$ cat src/rtl/elastic_skid_if.sv
// Ready/valid stream bundle for the elastic_skid buffer.
// slave: the buffer's view. master: the view of whatever drives and consumes it.
interface elastic_skid_if #(
  parameter int unsigned Width = 8
);
  logic             flush_i;
  logic             valid_i;
  logic [Width-1:0] data_i;
  logic             ready_o;
  logic             valid_o;
  logic [Width-1:0] data_o;
  logic             ready_i;
  logic [1:0]       count_o;

  modport slave (
    input  flush_i, valid_i, data_i, ready_i,
    output ready_o, valid_o, data_o, count_o
  );

  modport master (
    output flush_i, valid_i, data_i, ready_i,
    input  ready_o, valid_o, data_o, count_o
  );
endinterface

$ cat src/rtl/elastic_skid.sv
// Two-entry ready/valid skid buffer. All outputs come straight from flops,
// so neither ready nor valid has a combinational path through the block.
module elastic_skid #(
  parameter int unsigned Width = 8
) (
  input  logic          clk_i,
  input  logic          rst_ni,
  elastic_skid_if.slave bus
);

  typedef enum logic [1:0] {
    EMPTY = 2'd0,
    BUSY  = 2'd1,
    FULL  = 2'd2
  } state_e;

  state_e           state_q, state_d;
  logic [Width-1:0] main_q, main_d;
  logic [Width-1:0] skid_q, skid_d;
  logic             valid_q, valid_d;
  logic             ready_q, ready_d;
  logic [1:0]       count_q, count_d;

  logic in_fire;
  logic out_fire;

  assign in_fire  = bus.valid_i & ready_q;
  assign out_fire = valid_q & bus.ready_i;

  // Next state and storage updates; output flops are derived from the next state.
  always_comb begin
    state_d = state_q;
    main_d  = main_q;
    skid_d  = skid_q;

    case (state_q)
      EMPTY: begin
        if (in_fire) begin
          state_d = BUSY;
          main_d  = bus.data_i;
        end
      end
      BUSY: begin
        if (in_fire && !out_fire) begin
          state_d = FULL;
          skid_d  = bus.data_i;
        end else if (!in_fire && out_fire) begin
          state_d = EMPTY;
        end else if (in_fire && out_fire) begin
          main_d  = bus.data_i;
        end
      end
      FULL: begin
        if (out_fire) begin
          state_d = BUSY;
          main_d  = skid_q;
        end
      end
      default: state_d = EMPTY;
    endcase

    // Flush wins over both fires; data registers keep stale contents,
    // which is harmless because valid_o is cleared.
    if (bus.flush_i) begin
      state_d = EMPTY;
    end

    valid_d = (state_d != EMPTY);
    ready_d = (state_d != FULL);
    case (state_d)
      BUSY:    count_d = 2'd1;
      FULL:    count_d = 2'd2;
      default: count_d = 2'd0;
    endcase
  end

  // State, data and registered handshake outputs.
  always_ff @(posedge clk_i or negedge rst_ni) begin
    if (!rst_ni) begin
      state_q <= EMPTY;
      main_q  <= '0;
      skid_q  <= '0;
      valid_q <= 1'b0;
      ready_q <= 1'b0;
      count_q <= '0;
    end else begin
      state_q <= state_d;
      main_q  <= main_d;
      skid_q  <= skid_d;
      valid_q <= valid_d;
      ready_q <= ready_d;
      count_q <= count_d;
    end
  end

  assign bus.ready_o = ready_q;
  assign bus.valid_o = valid_q;
  assign bus.data_o  = main_q;
  assign bus.count_o = count_q;

endmodule

$ cat src/flat_wrapper.sv
// flat-port wrapper written by rule: the top's interface ports become plain ports
module elastic_skid_flat 
#(
  parameter int unsigned Width = 8
)
  (clk_i, rst_ni, bus_flush_i, bus_valid_i, bus_data_i, bus_ready_i, bus_ready_o, bus_valid_o, bus_data_o, bus_count_o);
  elastic_skid_if #(.Width(Width)) bus_i ();
  input  logic clk_i;
  input  logic rst_ni;
  input wire logic [$bits(bus_i.flush_i)-1:0] bus_flush_i;
  input wire logic [$bits(bus_i.valid_i)-1:0] bus_valid_i;
  input wire logic [$bits(bus_i.data_i)-1:0] bus_data_i;
  input wire logic [$bits(bus_i.ready_i)-1:0] bus_ready_i;
  output wire logic [$bits(bus_i.ready_o)-1:0] bus_ready_o;
  output wire logic [$bits(bus_i.valid_o)-1:0] bus_valid_o;
  output wire logic [$bits(bus_i.data_o)-1:0] bus_data_o;
  output wire logic [$bits(bus_i.count_o)-1:0] bus_count_o;
  assign bus_i.flush_i = bus_flush_i;
  assign bus_i.valid_i = bus_valid_i;
  assign bus_i.data_i = bus_data_i;
  assign bus_i.ready_i = bus_ready_i;
  assign bus_ready_o = bus_i.ready_o;
  assign bus_valid_o = bus_i.valid_o;
  assign bus_data_o = bus_i.data_o;
  assign bus_count_o = bus_i.count_o;
  elastic_skid #(.Width(Width)) u_core (.clk_i(clk_i), .rst_ni(rst_ni), .bus(bus_i));
endmodule
$ cat config.mk
export PLATFORM = sky130hd
export DESIGN_NAME = elastic_skid_flat
export DESIGN_NICKNAME = d
export VERILOG_FILES = /design/src/rtl/elastic_skid_if.sv /design/src/rtl/elastic_skid.sv /design/src/flat_wrapper.sv
export SDC_FILE = /design/constraint.sdc
export NUM_CORES = 1
export LEC_CHECK = 0
export BUFFER_PORTS_ARGS = -buffer_cell sky130_fd_sc_hd__buf_2
export CAP_MARGIN = 20
export CORE_MARGIN = 3
export CORE_UTILIZATION = 50
export DETAILED_ROUTE_END_ITERATION = 12
export PLACE_DENSITY_LB_ADDON = 0.1
export REMOVE_ABC_BUFFERS = 1
export SLEW_MARGIN = 5
export SYNTH_ARGS = -nofsm -noshare
export SYNTH_HDL_FRONTEND = slang
export SYNTH_SLANG_ARGS = --single-unit
$ cat constraint.sdc
create_clock -name clk_i -period 2.2 [get_ports clk_i]
set_clock_uncertainty 0.2 [all_clocks]
set_input_delay 0 -clock clk_i [delete_from_list [all_inputs] [get_ports clk_i]]
set_output_delay 0 -clock clk_i [all_outputs]
set_load 0.02 [all_outputs]
## After elaboration in Yosys (flattened, before gate mapping)

Cells that the tools add are included.

| word-level totals | value |
|---|---|
| flip-flop bits (word level) | 22 |
| bits of input ports | 13 |
| output and inout bits | 12 |
| logic and storage cells | 41 |

| cells by class | value |
|---|---|
| equality and inequality tests | 10 |
| muxes and demuxes | 13 |
| bitwise logic cells | 2 |
| reductions and logical operators | 10 |

Operators with widths:

| kind | number |
|---|---|
| 2-to-1 mux 8 bit | 5 |
| case mux 8 bit (3 select lines) | 1 |
| 2-to-1 mux 2 bit | 5 |
| != test 2 x 1 -> 1 bit (second input constant) | 3 |
| != test 2 bit (second input constant) | 3 |
| case mux 2 bit (3 select lines) | 1 |
| AND reduction 6 bit | 1 |
| == test 2 x 1 -> 1 bit (second input constant) | 2 |
| == test 2 bit (second input constant) | 2 |
| case mux 2 bit (2 select lines) | 1 |
| logical AND 1 bit | 3 |
| nonzero test 3 bit | 1 |
| AND 1 bit | 2 |
| zero test 1 bit | 2 |
| zero test 2 bit | 1 |
| AND reduction 2 bit | 1 |
| nonzero test 2 bit | 1 |

## Longest topological paths before layout

| logic depth | value |
|---|---|
| word-level depth | 9 |
| depth in mapped cells | 4 |

## Least setup slack after synthesis

Ideal clock, no wire load.

| timing path | value |
|---|---|
| path kind | register to register |
| start point | register u_core.state_q[1] |
| end point | register u_core.main_q[0], in the netlist u_core.bus.data_o[0] |
| setup time | 0.125 ns |
| data arrival time | 1.304 ns |
| data required time | 1.875 ns |
| slack | 0.571 ns |
| cell stages (with the launch flop) | 4 |
| buffers on the path | 0 |
| cell sequence | dfrtp_1 > nand3b_1 > o211ai_4 > mux2_2 |

| on the way | value |
|---|---|
| word-level cells in the longest chain between the ends | 3 |

Ends and longest elaborated chain:

| what | RTL line | source |
|---|---|---|
| start: declaration | elastic_skid.sv:17 | `state_e state_q, state_d;` |
| start signal: assignment | elastic_skid.sv:87 | `state_q <= state_d;` |
| == test 2 bit (tied with other cells) | elastic_skid.sv:36 | `case (state_q)` |
| != test 2 x 1 -> 1 bit (no source line) (tied with other cells) | n/a |  |
| AND reduction 6 bit (no source line) | n/a |  |
| end signal: assignment | elastic_skid.sv:88 | `main_q <= main_d;` |
| end: declaration | elastic_skid.sv:18 | `logic [Width-1:0] main_q, main_d;` |

Several ways; a longest one is shown, not always the timed one.
A chain may end at the register's enable or synchronous reset.

## Final worst setup path

Ends and elaborated chain as after synthesis.

==> impl_metrics.env <==
export IMPL_synth_area_leader_cell="dfrtp_1"
export IMPL_io_pins=25
export IMPL_intPower_mw=0.860
export IMPL_synth_seq_area_share_pct=53.1
export IMPL_dr_pass1_iters=2
export IMPL_hold_class="in2reg"
export IMPL_clockBufferDepth=2
export IMPL_path_clk_slew_ns=0.11
export IMPL_syn2layout_area_growth_pct=28.6
export IMPL_switching_share_pct=30.6
export IMPL_ys_seq_elements=22
export IMPL_synth_most_common_cell="dfrtp_1"
export IMPL_drc=0
export IMPL_status="completed"
export IMPL_drive_gt1_share_pct=52.8
export IMPL_ys_warn_count=0
export IMPL_start_util_pct=56.3
export IMPL_max_freq_ghz=0.560
export IMPL_dp_hpwl_um=1290
export IMPL_die_area_sq_um=2650
export IMPL_grt_pass1_wl_um=3170
export IMPL_final_hold_viol_count=0
export IMPL_critPathRequiredTime_ns=2.19
export IMPL_clkLatencyLatePin_ns=0.29
export IMPL_antenna_found_initial=0
export IMPL_die_h_um=51.5
export IMPL_grt_usage_pct=16.1
export IMPL_critPathCaptureType="register"
export IMPL_hold_ws_ns=0.0445
export IMPL_ys_dominant_reg_cell="dfrtp_1"
export IMPL_cts_root_buf="clkbuf_4"
export IMPL_slowest_stage="dfrtp_1"
export IMPL_finalSetupTns_ns=0
export IMPL_port_buffers=24
export IMPL_finalSetupViolCount=0
export IMPL_p_sw_mw=0.379
export IMPL_numCtsBuffers=3
export IMPL_synth_cells=69
export IMPL_final_antenna_net_count=0
export IMPL_report_final_slew_viol_count=0
export IMPL_netlist_area_sq_um=1040
export IMPL_path_class="reg2reg"
export IMPL_synth_cell_types=22
export IMPL_rsz0062_at_grt="false"
export IMPL_p_leak_nw=0.621
export IMPL_post_drt_wl_per_cell_um=13.6
export IMPL_nNetsFinal=122
export IMPL_cellPowerDensity_nw_per_um2=930
export IMPL_grt_max_degree=23
export IMPL_drt_iter0_drc=7
export IMPL_n_fill_cell=135
export IMPL_fin_crit_ns=1.79
export IMPL_maxSlewHeadroom_pct=36.4
export IMPL_die_w_um=51.5
export IMPL_synthArstFlopShare_pct=100
export IMPL_cts_sinks=22
export IMPL_antenna_cells=0
export IMPL_synth_edf_count=0
export IMPL_p_comb_share_pct=33.2
export IMPL_seqPwrFrac_pct=49.5
export IMPL_cts_setup_buffers=0
export IMPL_htree_num_levels=1
export IMPL_crit_path_cell_trace="nand3b_1 > o211ai_4 > mux2_2"
export IMPL_grt_overflow=0
export IMPL_irDropWorstVdd_mv=0.557
export IMPL_cp_arrival_ns=1.78
export IMPL_worst_pin_slew_ns=0.951
export IMPL_synthTopCellsByArea="dfrtp_1 (53%), mux2_2 (18%), mux2_4 (10%), o211ai_4 (2.1%), a211oi_1 (1.4%)"
export IMPL_clock_power_share_pct=17.3
export IMPL_synthTopCellsByCount="dfrtp_1 (22), mux2_2 (17), mux2_4 (7)"
export IMPL_cts_tree="done"
export IMPL_maxCapViolCount=0
export IMPL_wl_um=1810
export IMPL_cpPeakStageDelay_ns=0.48
export IMPL_row_count=15
export IMPL_cp_start_kind="register"
export IMPL_avgSynthCellArea_sq_um=15.0
export IMPL_yosysTopAreaCellShare_pct=53.1
export IMPL_vias_per_cell=5.08
export IMPL_cp_max_fo=9
export IMPL_vias=676
export IMPL_gp_congestion=0.868
export IMPL_fin_crit_sh_pct=81.2
export IMPL_core_area_sq_um=1840
export IMPL_grt_pass1_vias=720
==> worst paths after layout <==
check / start / end / slack [ns] / depth (start not counted)
min reg2reg: u_core.bus.data_o[6] / u_core.bus.data_o[6] / 0.31 / 1
max reg2reg: u_core.state_q[1] / u_core.bus.data_o[0] / 0.41 / 3
max in group asynchronous: rst_ni / u_core.skid_q[4] / 0.53 / 3
min in group asynchronous: rst_ni / u_core.bus.data_o[5] / 0.70 / 3
max: u_core.state_q[1] / u_core.bus.data_o[0] / 0.41 / 3
min: bus_valid_i / u_core.bus.count_o[0] / 0.04 / 4
==> layout by cell type (no fill, tap or decap) <==
cell / instances
a211o_1: 1
a211o_2: 1
a211oi_1: 2
a21boi_0: 1
a21oi_1: 1
and2_1: 2
and3b_2: 1
buf_2: 24
clkbuf_4: 3
clkbuf_8: 1
dfrtp_1: 22
dlygate4sd3_1: 12
mux2_2: 17
mux2_4: 7
mux2i_1: 1
nand2_1: 2
nand2_2: 1
nand2b_2: 1
nand3_1: 1
nand3b_1: 1
nand4b_1: 1
nand4bb_1: 1
o211ai_4: 1
o21bai_1: 1
o31ai_1: 2
==> routing by layer <==
layer  vias to the layer above  share of wire [%]  track usage (%)
li1                        337                  -                -
met5                         -                  0                0
met2                        14                 50             28.0
met1                       323                 46             20.1
met4                         0               0.50             3.93
met3                         2                4.0             3.72
==> critical path, delay by kind of cell, from the launching register on <==
family / cells / cell delay, ns
AOI/OAI and AO/OA: 1 / 0.36
DFF: 1 / 0.48
muxes: 1 / 0.38
and+or+nand+nor: 1 / 0.26
==> kinds of logic after synthesis <==
| family | Yosys count | synth area share [%] |
|---|---|---|
| flip-flops | 22 | 53.1 |
| buffers and inverters | 1 | 1.09 |
| AND/OR/NAND/NOR | 11 | 7.49 |
| AO/OA/AOI/OAI | 10 | 8.70 |
| multiplexers | 25 | 29.6 |
==> layout make-up <==
type                    count  area (sq um)  share of cell area, %
repair buffers             36           240                   18.0
clock buffers               4          36.3                   2.72
multi-input cells          46           474                   35.6
well taps                  25          31.3                   2.35
flip-flops and latches     22           551                   41.3
==> registers in the layout, indices dropped and copies added (netlist names) <==
signal / count
u_core.bus.data_o: 8
u_core.bus.ready_o: 1
u_core.bus.count_o: 2
u_core.state_q: 2
u_core.bus.valid_o: 1
u_core.skid_q: 8
==> repair_timing <==
item	in CTS	in global routing
endpoints found under the hold margin	44	0
hold buffers	12	0
gates resized for setup	0	0
==> power groups by stage <==
stage	Combinational [mW]	Sequential, mW	Clock (mW)
floorplan	0.211	0.684	0
global placement	0.394	0.614	0
detailed placement	0.402	0.623	0
CTS	0.418	0.613	0.224
global route	0.449	0.632	0.240
finish	0.412	0.613	0.214
==> per-stage QoR <==
stage          total power [mW]  cells  worst slack, ns  area, sq um  util, %
2_1_floorplan             0.896     68            0.571         1020        -
3_3_place_gp               1.01    117            0.420         1180     63.9
3_5_place_dp               1.02    117            0.405         1180     63.9
4_1_cts                    1.25    133            0.392         1330     72.4
5_1_grt                    1.32    133            0.332         1330     72.4
6_report                   1.24    133            0.414         1330     72.4
Note: power is estimated with default switching activity, not from simulation.
